## config.mk

```make
export PLATFORM = sky130hd
export DESIGN_NAME = id_control_path
export DESIGN_NICKNAME = d
export VERILOG_FILES = /design/src/rtl/id_control_path.sv
export SDC_FILE = /design/constraint.sdc
export NUM_CORES = 1
export LEC_CHECK = 0
export ABC_AREA = 1
export CAP_MARGIN = 15
export CORE_MARGIN = 1.5
export CORE_UTILIZATION = 37
export DETAILED_ROUTE_END_ITERATION = 12
export GPL_TIMING_DRIVEN = 0
export PLACE_DENSITY = 0.93
export SETUP_SLACK_MARGIN = 0.15
export SLEW_MARGIN = 20
export SYNTH_ARGS = -nofsm -noshare
export SYNTH_HDL_FRONTEND = slang
export SYNTH_SLANG_ARGS = --single-unit
export TNS_END_PERCENT = 30
```

## constraint.sdc

```tcl
create_clock -name clk -period 1.8 [get_ports clk]
set_input_delay 0.18 -clock clk [delete_from_list [all_inputs] [get_ports clk]]
set_output_delay 0.18 -clock clk [all_outputs]
set_load 0.02 [all_outputs]
```

## src/rtl/id_control_path.sv

```systemverilog
// ID-stage control path: PC+4 adder, instruction decode with bubble mux,
// and the ID/EX control latch feeding the execute stage.
module id_control_path (
    input  logic        clk,
    input  logic        reset,
    input  logic [31:0] pc_current,
    output logic [31:0] pc_plus_4,
    input  logic [31:0] instruction,
    input  logic        mux_select,
    output logic        reg_write_enable,
    output logic        mem_write_enable,
    output logic        mem_to_reg_select,
    output logic        alu_source_select,
    output logic        status_bit,
    output logic [1:0]  alu_operation,
    output logic        pc_source_select,
    output logic        ex_reg_write_enable,
    output logic        ex_mem_write_enable,
    output logic        ex_mem_to_reg_select,
    output logic        ex_alu_source_select,
    output logic [1:0]  ex_alu_operation
);

    logic       decRegWrite;
    logic       decMemWrite;
    logic       decMemToReg;
    logic       decAluSrc;
    logic       decStatus;
    logic [1:0] decAluOp;
    logic       decPcSrc;

    logic       exRegWrite_q, exRegWrite_d;
    logic       exMemWrite_q, exMemWrite_d;
    logic       exMemToReg_q, exMemToReg_d;
    logic       exAluSrc_q,   exAluSrc_d;
    logic [1:0] exAluOp_q,    exAluOp_d;

    assign pc_plus_4 = pc_current + 32'd4;

    always_comb begin
        decRegWrite = 1'b0;
        decMemWrite = 1'b0;
        decMemToReg = 1'b0;
        decAluSrc   = 1'b0;
        decStatus   = 1'b0;
        decAluOp    = 2'b00;
        decPcSrc    = 1'b0;
        // The all-zero word and the unconditional (cond = 1111) space are NOPs.
        if ((instruction != 32'd0) && (instruction[31:28] != 4'hF)) begin
            case (instruction[27:26])
                2'b00: begin
                    case (instruction[24:21])
                        4'b0000, 4'b0010, 4'b0100, 4'b1100: begin
                            decRegWrite = 1'b1;
                            decAluSrc   = instruction[25];
                            decStatus   = instruction[20];
                            case (instruction[24:21])
                                4'b0000: decAluOp = 2'b10;
                                4'b0010: decAluOp = 2'b01;
                                4'b0100: decAluOp = 2'b00;
                                default: decAluOp = 2'b11;
                            endcase
                        end
                        4'b1010: begin
                            decAluSrc = instruction[25];
                            decStatus = 1'b1;
                            decAluOp  = 2'b01;
                        end
                        default: ;
                    endcase
                end
                2'b01: begin
                    // I = 0 selects the 12-bit immediate offset; U chooses add or subtract.
                    decAluSrc = ~instruction[25];
                    decAluOp  = instruction[23] ? 2'b00 : 2'b01;
                    if (instruction[20]) begin
                        decRegWrite = 1'b1;
                        decMemToReg = 1'b1;
                    end else begin
                        decMemWrite = 1'b1;
                    end
                end
                2'b10: begin
                    if (instruction[25]) begin
                        decPcSrc    = 1'b1;
                        decAluSrc   = 1'b1;
                        decRegWrite = instruction[24];
                    end
                end
                default: ;
            endcase
        end
    end

    always_comb begin
        reg_write_enable  = 1'b0;
        mem_write_enable  = 1'b0;
        mem_to_reg_select = 1'b0;
        alu_source_select = 1'b0;
        status_bit        = 1'b0;
        alu_operation     = 2'b00;
        pc_source_select  = 1'b0;
        if (!mux_select) begin
            reg_write_enable  = decRegWrite;
            mem_write_enable  = decMemWrite;
            mem_to_reg_select = decMemToReg;
            alu_source_select = decAluSrc;
            status_bit        = decStatus;
            alu_operation     = decAluOp;
            pc_source_select  = decPcSrc;
        end
    end

    assign exRegWrite_d = reg_write_enable;
    assign exMemWrite_d = mem_write_enable;
    assign exMemToReg_d = mem_to_reg_select;
    assign exAluSrc_d   = alu_source_select;
    assign exAluOp_d    = alu_operation;

    always_ff @(posedge clk or negedge reset) begin
        if (!reset) begin
            exRegWrite_q <= 1'b0;
            exMemWrite_q <= 1'b0;
            exMemToReg_q <= 1'b0;
            exAluSrc_q   <= 1'b0;
            exAluOp_q    <= 2'b00;
        end else begin
            exRegWrite_q <= exRegWrite_d;
            exMemWrite_q <= exMemWrite_d;
            exMemToReg_q <= exMemToReg_d;
            exAluSrc_q   <= exAluSrc_d;
            exAluOp_q    <= exAluOp_d;
        end
    end

    assign ex_reg_write_enable  = exRegWrite_q;
    assign ex_mem_write_enable  = exMemWrite_q;
    assign ex_mem_to_reg_select = exMemToReg_q;
    assign ex_alu_source_select = exAluSrc_q;
    assign ex_alu_operation     = exAluOp_q;

endmodule

```

After elaboration in Yosys (flattened, before gate mapping)
Cells that the tools add are included.
{"block": "totals", "reg_bits": 6, "in_bits": 67, "out_inout_bits": 46, "word_cells": 51}
{"block": "classes", "n_addsub": 1, "n_eq_ne": 7, "mux": 31, "n_bitwise": 1, "n_reduce_logical": 6}
{"op": "32-bit by 3-bit adder with 32-bit output (second input constant)", "count": 1}
{"op": "32-bit nonzero test", "count": 1}
{"op": "1-bit 2-to-1 mux", "count": 23}
{"op": "4-bit == test (second input constant)", "count": 2}
{"op": "2-bit one-hot mux with 2 select lines", "count": 2}
{"op": "1-bit one-hot mux with 3 select lines", "count": 2}
{"op": "2-bit one-hot mux with 3 select lines", "count": 1}
{"op": "5-bit OR reduction", "count": 1}
{"op": "4-bit by 2-bit == test with 1-bit output (second input constant)", "count": 1}
{"op": "4-bit by 3-bit == test with 1-bit output (second input constant)", "count": 1}
{"op": "4-bit zero test", "count": 1}
{"op": "2-bit 2-to-1 mux", "count": 2}
{"op": "4-bit inequality test (second input constant)", "count": 1}
{"op": "4-bit OR reduction", "count": 1}
{"op": "2-bit by 1-bit == test with 1-bit output (second input constant)", "count": 1}
{"op": "2-bit == test (second input constant)", "count": 1}
{"op": "2-bit zero test", "count": 1}
{"op": "1-bit one-hot mux with 2 select lines", "count": 1}
{"op": "1-bit logical AND", "count": 1}
{"op": "1-bit inverter", "count": 1}

Logic depth before layout (Yosys ltp)
{"block": "logic_depth", "depth_word": 6, "ltp_mapped": 8}

Least setup slack after synthesis
Ideal clock, no wire load.
{"block": "synth_path", "path_type": "input to output", "startpoint": "in pc_current[2]", "endpoint": "out pc_plus_4[14]", "t_arrival_ns": 1.188, "slack_ns": 0.432, "path_stages": 7, "path_buffers": 0, "path_cell_list": "ha_1 -> nand3_4 -> inv_2 -> nand2_4 -> clkinv_2 -> nand2_4 -> xor2_1"}
{"block": "synth_between", "elab_chain_cells": 1}
{"item": "start: declaration", "line_no": "6", "text": "input logic [31:0] pc_current,"}
{"item": "32-bit by 3-bit adder with 32-bit output", "line_no": "38", "text": "assign pc_plus_4 = pc_current + 32'd4;"}
{"item": "end: declaration", "line_no": "7", "text": "output logic [31:0] pc_plus_4,"}
No other way between the ends.

Worst setup path in the final report
{"block": "layout_path", "startpoint": "in pc_current[17]", "endpoint": "out pc_plus_4[22]"}
The elaborated chain is that of the path after synthesis.

==> flow_summary.ini <==
[status]
status = finished, final reports clean

[yosys]
synth_cells = 273
synth.distinct_cells = 30
async_flop_share = 1.00
ys.flop_type = dfrtp_1
syn_nets = 341
syn_area_per_cell_um2 = 5.29
synth_top_family_by_area = simple AND/OR/NAND/NOR gates
synth_seq_area_share = 0.104
synth-edff-count = 0
synthAdderAreaFrac = 0.00867
synth-simple-area-share = 0.638
synth_xor_area_frac = 0.0962
synth.mux.area_fraction = 0
yosysWarnings = 0
synth_seq_cells = 6
synth_compound_area_frac = 0.0303
synth.cell_area_um2 = 1440

[sta]
min_period_over_period = 0.944
max_slew_margin = 0.693
fin_crit_ps = 1700
finalSetupTns_ps = 0
worstMarginPinSlew_ps = 457
finalSetupViolations = 0
fmax_mhz = 589
slew_viol_final = 0
hold_viol = 0
rsz0062_at_grt = true
whs_ps = 186

[pwr]
clockPowerShare = 0.243
comb_power_share = 0.598
power.density_nw_per_um2 = 305
internal-power_uw = 520
p_switching_uw = 371
sw_frac_of_total = 0.417
peakVddDrop_v = 0.000162
p_leak_uw = 0.00151
seqPwrFrac = 0.159

[clock_tree]
cts.clk_slew.worst_paths_ps = 40
h-tree-depth = 1
clock-sinks = 6
cts_buffer_depth = 2
cts_hold_buffers = 0
cts_buffers = 3
cts_tree = done
clockRootBuffer = clkbuf_8

[cells_and_area]
multi_input_area_um2 = 1420
post-route-util = 0.787
nFillCells = 277
syn_to_final_growth_pct = 103
final_cells = 438
regArea_um2 = 150
fin_nets = 460
diodes = 0
drive_above_1_share = 0.323

[place]
place_inst = 431
hpwlAfterDp_um = 4530
port_buffers = 110
gp_congestion = 0.906

[drt]
drt-total-wl_um = 6290
drc_errors = 0
drt_iter0_markers = 95
vias_per_cell = 5.06
drtPass1Iterations = 4
ant_nets = 0
wl_per_cell_um = 14.4
vias = 2216

[floorplanning]
fp-row-count = 22
dieArea_um2 = 4290
initial_utilization = 0.389
core_region_area_um2 = 3720
die_w_um = 65.5
pin_count = 113
dieHeight_um = 65.5

[run]
maxCapViolations = 0

[setup_path]
critPathCaptureType = output port
critPathMaxFanout = 3
criticalPathCategory = primary input to output port
required_ps = 1620
worstSetupStartpointType = primary input
crit_arrival_ps = 1520

[global_route]
grt_pass1_wl_um = 8960
antenna_found_initial = 0
grt_pass1_vias = 2128
grt_max_degree = 7
grt_usage = 0.264
grt-ovfl-total = 0

[worst_hold_path]
hp-class = primary input to asynchronous set/reset pin
power by group through the flow:
stage               clock network (µW)  registers [µW]  logic, µW
detailed placement                   0             143        500
CTS                                204             142        492
global route                       224             142        569
finish                             216             142        533
global placement                     0             143        492
floorplan                            0             149        194
worst max-delay path: stages:
cell and delay [ps]:
dlygate4sd2_1 280, inv_1 100, nor3_2 230, nand2_1 130
nor2_2 150, nand3_1 90, nand2_1 90, clkdlybuf4s15_2 260
sequential cells by signal (all words and copies together) (netlist names):
name / cells
ex_alu_source_select: 1
ex_mem_write_enable: 1
ex_mem_to_reg_select: 1
ex_reg_write_enable: 1
ex_alu_operation: 2
synth_stat cells (2+ instances only):
master | count | share of area
nand2_1 | 96 | 0.25
nor2_1 | 53 | 0.14
inv_1 | 38 | 0.099
nand3_1 | 11 | 0.038
nor3_1 | 10 | 0.035
xor2_1 | 10 | 0.061
dfrtp_1 | 6 | 0.10
nand3b_1 | 5 | 0.026
inv_2 | 4 | 0.010
nand4_1 | 4 | 0.017
nor2_2 | 4 | 0.017
xnor2_1 | 4 | 0.024
nor2_4 | 3 | 0.023
nor3_2 | 3 | 0.021
o21ai_0 | 3 | 0.010
buf_4 | 2 | 0.010
nand2_2 | 2 | 0.0087
nand2_4 | 2 | 0.016
nand3_4 | 2 | 0.024
worst paths after layout:
kind	endpoint	start
min	ex_reg_write_enable	reset
min in group clk	ex_mem_to_reg_select	instruction[20]
max in group asynchronous	ex_alu_source_select	reset
max	pc_plus_4[22]	pc_current[17]
metrics by stage:
step / setup slack [ps] / power [µW] / instance area, µm²
after floorplan: 432 / 343 / 1440
after global routing: 58.4 / 935 / 2930
final: 101 / 891 / 2930
after detailed placement: -722 / 643 / 2610
after global placement: -689 / 635 / 2610
after CTS: 1.13 / 837 / 2700
timing repair:
item	in CTS	in global routing
buffers inserted	2	2
resized for setup	191	86
setup endpoints to repair	37	35
pin swaps	16	24
cell type report:
type / instances / area share
Tap cell: 48 / 0.0205
Multi-Input combinational cell: 222 / 0.484
Sequential cell: 6 / 0.0513
Timing Repair Buffer: 114 / 0.368
Buffer: 2 / 0.00513
Clock buffer: 3 / 0.0141
Inverter: 43 / 0.0565
per-layer routing:
layer  GRT usage  part of all wire  wire length, µm
met1       0.267              0.35             2190
met3      0.0599             0.087              547
met2       0.519              0.53             3330
met5           0                 0                0
met4      0.0964             0.035              218
logic make-up (layout without fill, tap and decap cells):
family,after synthesis,in the layout
compound gates,7,7
flops,6,6
xor+xnor,15,15
buf+inv,45,162
simple gates,199,199
fa+ha+maj,1,1
cells in the final DEF (no fill, tap or decap), types with 2 or more instances in the layout:
cell | synthesis | routed
clkbuf_8 | 0 | 3
nand3_1 | 11 | 10
dfrtp_1 | 6 | 6
clkdlybuf4s15_1 | 0 | 3
dlygate4sd2_1 | 0 | 22
buf_6 | 0 | 7
buf_2 | 0 | 12
nor2_1 | 53 | 27
nor3_2 | 3 | 7
nand2_4 | 2 | 4
inv_1 | 38 | 32
nand2_1 | 96 | 82
xor2_1 | 10 | 10
nand2_2 | 2 | 13
clkdlybuf4s50_1 | 0 | 30
nand4_1 | 4 | 4
o21ai_0 | 3 | 2
clkbuf_2 | 0 | 5
dlymetal6s2s_1 | 0 | 21
buf_4 | 2 | 10
xnor2_1 | 4 | 4
nand3b_1 | 5 | 5
clkdlybuf4s15_2 | 0 | 6
nor2_2 | 4 | 18
nor2_4 | 3 | 15
inv_2 | 4 | 9
nor3_4 | 1 | 6
nand3_4 | 2 | 3
No activity file was read; power rests on OpenSTA's default activity.
